### config.mk
export PLATFORM = sky130hd
export DESIGN_NAME = alu_muldiv_seq
export DESIGN_NICKNAME = d
export VERILOG_FILES = /design/src/rtl/alu_pkg.sv /design/src/rtl/alu_addsub.sv /design/src/rtl/alu_muldiv_seq.sv
export SDC_FILE = /design/constraint.sdc
export NUM_CORES = 1
export LEC_CHECK = 0
export BUFFER_PORTS_ARGS = -buffer_cell sky130_fd_sc_hd__clkbuf_2
export CORE_ASPECT_RATIO = 0.7
export CORE_MARGIN = 5
export CORE_UTILIZATION = 34
export DETAILED_ROUTE_END_ITERATION = 16
export SYNTH_ARGS = -nofsm -noshare
export SYNTH_HDL_FRONTEND = slang
export SYNTH_SLANG_ARGS = --single-unit
### constraint.sdc
create_clock -name clk -period 15.13 [get_ports clk]
set_input_delay 1.513 -clock clk [delete_from_list [all_inputs] [get_ports clk]]
set_output_delay 1.513 -clock clk [all_outputs]
set_load 0.03 [all_outputs]
### src/rtl/alu_pkg.sv
// Shared definitions for the iterative multiply/divide unit: default widths,
// opcode values and the controller state encoding.
package alu_pkg;

   localparam int unsigned WIDTH_DEF = 16;
   localparam int unsigned CNT_W_DEF = 5;

   localparam logic OP_MUL = 1'b0;
   localparam logic OP_DIV = 1'b1;

   // 2'd3 is never entered; the controller treats it exactly like IDLE.
   typedef enum logic [1:0] {
      IDLE = 2'd0,
      RUN  = 2'd1,
      DONE = 2'd2
   } state_e;

endpackage

### src/rtl/alu_addsub.sv
// WIDTH-bit ripple-carry adder built from single-bit full-adder cells.
// Subtraction is a + ~b with cin_i = 1, with the inversion done by the caller.
module alu_fa (
   input  logic a_i,
   input  logic b_i,
   input  logic c_i,
   output logic s_o,
   output logic c_o
);

   assign s_o = a_i ^ b_i ^ c_i;
   assign c_o = (a_i & b_i) | (a_i & c_i) | (b_i & c_i);

endmodule

module alu_addsub #(
   parameter int unsigned WIDTH = 16
) (
   input  logic [WIDTH-1:0] a_i,
   input  logic [WIDTH-1:0] b_i,
   input  logic             cin_i,
   output logic [WIDTH-1:0] sum_o,
   output logic             cout_o
);

   logic [WIDTH:0] carry;

   assign carry[0] = cin_i;

   for (genvar i = 0; i < WIDTH; i++) begin : g_bit
      alu_fa u_fa (
         .a_i (a_i[i]),
         .b_i (b_i[i]),
         .c_i (carry[i]),
         .s_o (sum_o[i]),
         .c_o (carry[i+1])
      );
   end

   assign cout_o = carry[WIDTH];

endmodule

### src/rtl/alu_muldiv_seq.sv
// Iterative unsigned multiply (shift-add) / divide (restoring) unit, one
// adder step per clock, with valid/ready handshakes on request and result.
module alu_muldiv_seq
   import alu_pkg::*;
#(
   parameter int unsigned WIDTH = WIDTH_DEF,
   parameter int unsigned CNT_W = CNT_W_DEF
) (
   input  logic             clk,
   input  logic             rst,
   input  logic             in_valid,
   output logic             in_ready,
   input  logic             op,
   input  logic [WIDTH-1:0] a,
   input  logic [WIDTH-1:0] b,
   output logic             out_valid,
   input  logic             out_ready,
   output logic [WIDTH-1:0] hi,
   output logic [WIDTH-1:0] lo,
   output logic             dbz
);

   state_e           state_q;
   logic             op_q;
   logic [WIDTH-1:0] b_q;
   logic [WIDTH-1:0] acc_hi_q, acc_hi_d;
   logic [WIDTH-1:0] acc_lo_q, acc_lo_d;
   logic [CNT_W-1:0] cnt_q;
   logic [WIDTH-1:0] hi_q, lo_q;
   logic             dbz_q;

   logic [WIDTH-1:0] rem_shift;
   logic [WIDTH-1:0] add_a, add_b, add_sum;
   logic             add_cin, add_cout;
   logic             no_borrow;
   logic             last_step;

   assign in_ready  = !rst && (state_q != RUN) && (state_q != DONE);
   assign out_valid = (state_q == DONE);
   assign hi        = hi_q;
   assign lo        = lo_q;
   assign dbz       = dbz_q;

   // DIV: remainder shifted left, pulling in the next dividend bit.
   assign rem_shift = {acc_hi_q[WIDTH-2:0], acc_lo_q[WIDTH-1]};

   always_comb begin
      add_a   = acc_hi_q;
      add_b   = acc_lo_q[0] ? b_q : '0;
      add_cin = 1'b0;
      if (op_q == OP_DIV) begin
         add_a   = rem_shift;
         add_b   = ~b_q;
         add_cin = 1'b1;
      end
   end

   alu_addsub #(
      .WIDTH (WIDTH)
   ) u_addsub (
      .a_i    (add_a),
      .b_i    (add_b),
      .cin_i  (add_cin),
      .sum_o  (add_sum),
      .cout_o (add_cout)
   );

   // The bit shifted out of the remainder is the (WIDTH+1)th bit of the trial
   // subtraction; if it is set the trial can never borrow.
   assign no_borrow = acc_hi_q[WIDTH-1] | add_cout;

   always_comb begin
      acc_hi_d = {add_cout, add_sum[WIDTH-1:1]};
      acc_lo_d = {add_sum[0], acc_lo_q[WIDTH-1:1]};
      if (op_q == OP_DIV) begin
         acc_hi_d = no_borrow ? add_sum : rem_shift;
         acc_lo_d = {acc_lo_q[WIDTH-2:0], no_borrow};
      end
   end

   assign last_step = (cnt_q == CNT_W'(WIDTH - 1));

   always_ff @(posedge clk or posedge rst) begin
      if (rst) begin
         state_q  <= IDLE;
         op_q     <= OP_MUL;
         b_q      <= '0;
         acc_hi_q <= '0;
         acc_lo_q <= '0;
         cnt_q    <= '0;
         hi_q     <= '0;
         lo_q     <= '0;
         dbz_q    <= 1'b0;
      end else begin
         case (state_q)
            RUN: begin
               acc_hi_q <= acc_hi_d;
               acc_lo_q <= acc_lo_d;
               if (last_step) begin
                  state_q <= DONE;
                  hi_q    <= acc_hi_d;
                  lo_q    <= acc_lo_d;
                  dbz_q   <= 1'b0;
               end else begin
                  cnt_q <= cnt_q + CNT_W'(1);
               end
            end
            DONE: begin
               if (out_ready) begin
                  state_q <= IDLE;
               end
            end
            default: begin
               if (in_valid) begin
                  op_q     <= op;
                  b_q      <= b;
                  acc_hi_q <= '0;
                  acc_lo_q <= a;
                  cnt_q    <= '0;
                  if ((op == OP_DIV) && (b == '0)) begin
                     state_q <= DONE;
                     hi_q    <= a;
                     lo_q    <= '1;
                     dbz_q   <= 1'b1;
                  end else begin
                     state_q <= RUN;
                  end
               end
            end
         endcase
      end
   end

endmodule

==> impl_metrics.xml <==
<?xml version="1.0" encoding="UTF-8"?>
<metrics>
  <group name="floorplan">
    <metric name="floorplan.die_area" unit="mm2">0.0176</metric>
    <metric name="initial_utilization" unit="%">34.7</metric>
    <metric name="number_of_top_level_pins" unit="">72</metric>
    <metric name="die_outline_height" unit="um">113</metric>
    <metric name="die_width" unit="um">156</metric>
    <metric name="core_area" unit="mm2">0.0147</metric>
    <metric name="placement_row_count" unit="">37</metric>
  </group>
  <group name="global_route">
    <metric name="remaining_global_route_overflow" unit="">0</metric>
    <metric name="grt_max_degree" unit="">90</metric>
    <metric name="grt_usage" unit="%">14.5</metric>
    <metric name="grt_pass1_wl" unit="um">20700</metric>
    <metric name="number_of_global_route_vias_before_repair" unit="">3938</metric>
    <metric name="antenna_violations_before_repair" unit="">0</metric>
  </group>
  <group name="clock_tree">
    <metric name="tritoncts" unit="">built</metric>
    <metric name="cts.root.buffer_cell" unit="">clkbuf_16</metric>
    <metric name="clock_latency" unit="ps">350</metric>
    <metric name="cts_made_buffers" unit="">9</metric>
    <metric name="cts.sinks" unit="">89</metric>
    <metric name="cts.clk_slew.worst_paths" unit="ps">70</metric>
    <metric name="post_cts_hold_buffer_count" unit="">0</metric>
    <metric name="post-cts-setup-buffer-count" unit="">0</metric>
    <metric name="max-clock-path-buffers" unit="">2</metric>
    <metric name="h-tree-depth" unit="">3</metric>
    <metric name="post_cts_resize_count" unit="">0</metric>
  </group>
  <group name="route">
    <metric name="drt-initial-drc-count" unit="">197</metric>
    <metric name="vias_per_cell" unit="">5.15</metric>
    <metric name="num_vias" unit="">3762</metric>
    <metric name="final_antenna_net_count" unit="">0</metric>
    <metric name="drt-total-wl" unit="um">12100</metric>
    <metric name="route.detailed.drc" unit="">0</metric>
    <metric name="firstDrtPassIters" unit="">4</metric>
    <metric name="route.detailed.wl_per_inst" unit="um">16.6</metric>
  </group>
  <group name="timing">
    <metric name="sum_of_negative_setup_slack" unit="ps">0</metric>
    <metric name="rsz0062_at_grt" unit="">no</metric>
    <metric name="setup_viol_count_final" unit="">0</metric>
    <metric name="maxSlewViolCount" unit="">0</metric>
    <metric name="worst_clock_skew" unit="ps">9.58</metric>
    <metric name="period_share" unit="%">66.0</metric>
    <metric name="worst_pin_slew" unit="ps">1180</metric>
    <metric name="maxClockFrequency" unit="MHz">100</metric>
    <metric name="fin_hold_ws" unit="ps">511</metric>
    <metric name="hold_viol" unit="">0</metric>
    <metric name="timing.final.crit_period" unit="ps">9990</metric>
    <metric name="relative_max_transition_margin" unit="%">21.6</metric>
  </group>
  <group name="synth">
    <metric name="synthesis.instances" unit="">476</metric>
    <metric name="sequential_to_total_area_share_from_yosys_stat" unit="%">43.6</metric>
    <metric name="ys.warnings.count" unit="">0</metric>
    <metric name="synth.cell_area" unit="mm2">0.00510</metric>
    <metric name="synth_area_per_cell" unit="um2">10.7</metric>
    <metric name="synth-edff-count" unit="">0</metric>
    <metric name="ys_types" unit="">36</metric>
    <metric name="syn_nets" unit="">533</metric>
    <metric name="yosys_most_used_dff" unit="">dfrtp_1</metric>
    <metric name="yosys_register_bits" unit="">89</metric>
    <metric name="ys_async_sr_fraction" unit="%">100</metric>
  </group>
  <group name="layout">
    <metric name="finalInstanceArea" unit="mm2">0.00591</metric>
    <metric name="syn2layout_area_growth" unit="%">15.9</metric>
    <metric name="antenna_diodes" unit="">0</metric>
    <metric name="mostFrequentLayoutCell" unit="">dfrtp_1</metric>
    <metric name="final_layout_size_suffix_gt1_share" unit="%">28.5</metric>
    <metric name="nNetsFinal" unit="">588</metric>
    <metric name="num-fill-cells" unit="">1477</metric>
    <metric name="layout.cells.most_common_list" unit="">dfrtp_1 (88), clkbuf_2 (71), mux2i_1 (46), nor2_1 (46), nand2_1 (44)</metric>
  </group>
  <group name="status">
    <metric name="outcome" unit="">finished clean</metric>
  </group>
  <group name="worst_setup_path">
    <metric name="critical_path.startpoint_type" unit="">register</metric>
    <metric name="critPathArrivalTime" unit="ps">10220</metric>
    <metric name="critical_path.max_fanout" unit="">77</metric>
    <metric name="rrSetupSlack" unit="ps">5140</metric>
    <metric name="worst-r2r-cell-count" unit="">27</metric>
    <metric name="worst_setup_path_end_kind" unit="">register</metric>
    <metric name="worst-endpoint-required" unit="ps">15360</metric>
    <metric name="critical_path.reg2reg.startpoint" unit="">op_q$_DFFE_PP0P_</metric>
    <metric name="reg2reg_to" unit="">hi[9]$_DFFE_PP0P_</metric>
    <metric name="timing.setup.critical_path_class" unit="">register to register</metric>
  </group>
  <group name="hold_path">
    <metric name="hold_path_startpoint" unit="">hi[13]$_DFFE_PP0P_</metric>
    <metric name="hold_path.class" unit="">register to register</metric>
    <metric name="worst_hold_path.num_cells" unit="">1</metric>
    <metric name="worst_hold_end" unit="">hi[13]$_DFFE_PP0P_</metric>
  </group>
  <group name="place">
    <metric name="placed_area" unit="mm2">0.00561</metric>
    <metric name="numPortBuffers" unit="">71</metric>
    <metric name="detailed_place_hpwl" unit="um">8570</metric>
    <metric name="gp_congestion" unit="">0.855</metric>
  </group>
  <group name="pwr">
    <metric name="vdd_drop_max" unit="mV">0.0874</metric>
    <metric name="power.static_leakage" unit="uW">0.00288</metric>
    <metric name="power.density_cell_area" unit="mW/mm2">219</metric>
  </group>
  <group name="flow_run">
    <metric name="max-cap-violations" unit="">0</metric>
  </group>
</metrics>
[cell families (layout without fill, tap and decap cells)]
logic type | Yosys count | count (layout) | synth area share, %
compound gates | 99 | 99 | 12.0
fa+ha+maj | 20 | 20 | 7.11
buf+inv | 47 | 107 | 4.09
flops | 89 | 89 | 43.6
mux | 99 | 99 | 22.8
simple gates | 122 | 122 | 10.3
[where the power goes]
group / switching (uW) / total (uW) / internal (uW) / leakage, uW
sequential: 71.8 / 382 / 310 / 0.00116
clock: 99.2 / 233 / 134 / 0.000143
combinational: 394 / 678 / 283 / 0.00158
total: 565 / 1290 / 727 / 0.00288
[worst max path at each step]
stage	startpoint	end	cells past startpoint	slack, ps
4_1_cts	op_q$_DFFE_PP0P_	hi[10]$_DFFE_PP0P_	27	5110
3_3_place_gp	op_q$_DFFE_PP0P_	hi[10]$_DFFE_PP0P_	27	5360
3_5_place_dp	op_q$_DFFE_PP0P_	hi[10]$_DFFE_PP0P_	27	5180
5_1_grt	op_q$_DFFE_PP0P_	hi[7]$_DFFE_PP0P_	27	4620
2_1_floorplan	op_q$_DFFE_PP0P_	hi[4]$_DFFE_PP0P_	29	6180
6_report	op_q$_DFFE_PP0P_	hi[9]$_DFFE_PP0P_	27	5140
[sequential cells by signal, indices dropped and copies added, names as in the netlist]
register  cells
acc_hi_q     16
cnt_q         5
state_q       2
op_q          1
b_q          16
lo           16
hi           16
dbz           1
acc_lo_q     16
[cells in the mapped netlist (2+ instances only)]
cell / count / area (um2)
a31oi_1: 2 / 12.5
clkbuf_1: 18 / 67.6
buf_2: 8 / 40.0
ha_1: 5 / 62.6
buf_1: 4 / 15.0
inv_1: 14 / 52.6
mux2i_1: 46 / 460
nand4_1: 2 / 12.5
nor2b_1: 2 / 12.5
nor2_1: 46 / 173
a21oi_1: 42 / 210
mux2_4: 29 / 435
a21o_1: 3 / 22.5
dfrtp_1: 89 / 2230
buf_6: 3 / 33.8
nor3_1: 19 / 95.1
mux2_2: 24 / 270
nand2_1: 44 / 165
a22o_1: 19 / 166
fa_1: 15 / 300
o21ai_0: 27 / 135
[routing by layer]
metal | GRT usage [%] | up-vias | part of all wire [%]
met4 | 4.45 | 0 | 1.7
met1 | 20.5 | 1875 | 48
met5 | 0 | - | 0
met2 | 21.8 | 83 | 45
met3 | 3.78 | 18 | 5.3
li1 | - | 1786 | -
[final cells by class]
| cell class | instances | area (um2) | share of cell area [%] |
|---|---|---|---|
| flip-flops and latches | 89 | 2230 | 37.7 |
| well taps | 195 | 244 | 4.13 |
| clock buffers | 11 | 243 | 4.10 |
| clock inverters | 5 | 62.6 | 1.06 |
| multi-input cells | 340 | 2680 | 45.4 |
| inverters | 14 | 53.8 | 0.910 |
| repair buffers | 77 | 400 | 6.77 |
[through the flow]
step,util (%),power [uW],setup WS [ps],cells
floorplan,-,897,6180,476
global placement,38.1,1050,5360,715
detailed placement,38.1,1070,5180,715
CTS,40.2,1310,5110,731
global route,40.2,1410,4620,731
finish,40.2,1290,5140,731
[critical path: stages (launching register included)]
cell,delay (ps)
dfrtp_2,340
buf_4,710
inv_1,260
o21ai_0,240
ha_1,180
a21o_1,100
fa_1,160
inv_1,50
fa_1,460
fa_1,460
fa_1,460
fa_1,460
fa_1,460
fa_1,470
fa_1,470
fa_1,480
fa_1,460
fa_1,470
fa_1,470
fa_1,460
fa_1,420
inv_1,90
fa_1,530
or2_2,380
a21oi_1,110
a21oi_1,280
a21oi_1,120
mux2_4,290
Note: power is estimated with default switching activity, not from simulation.
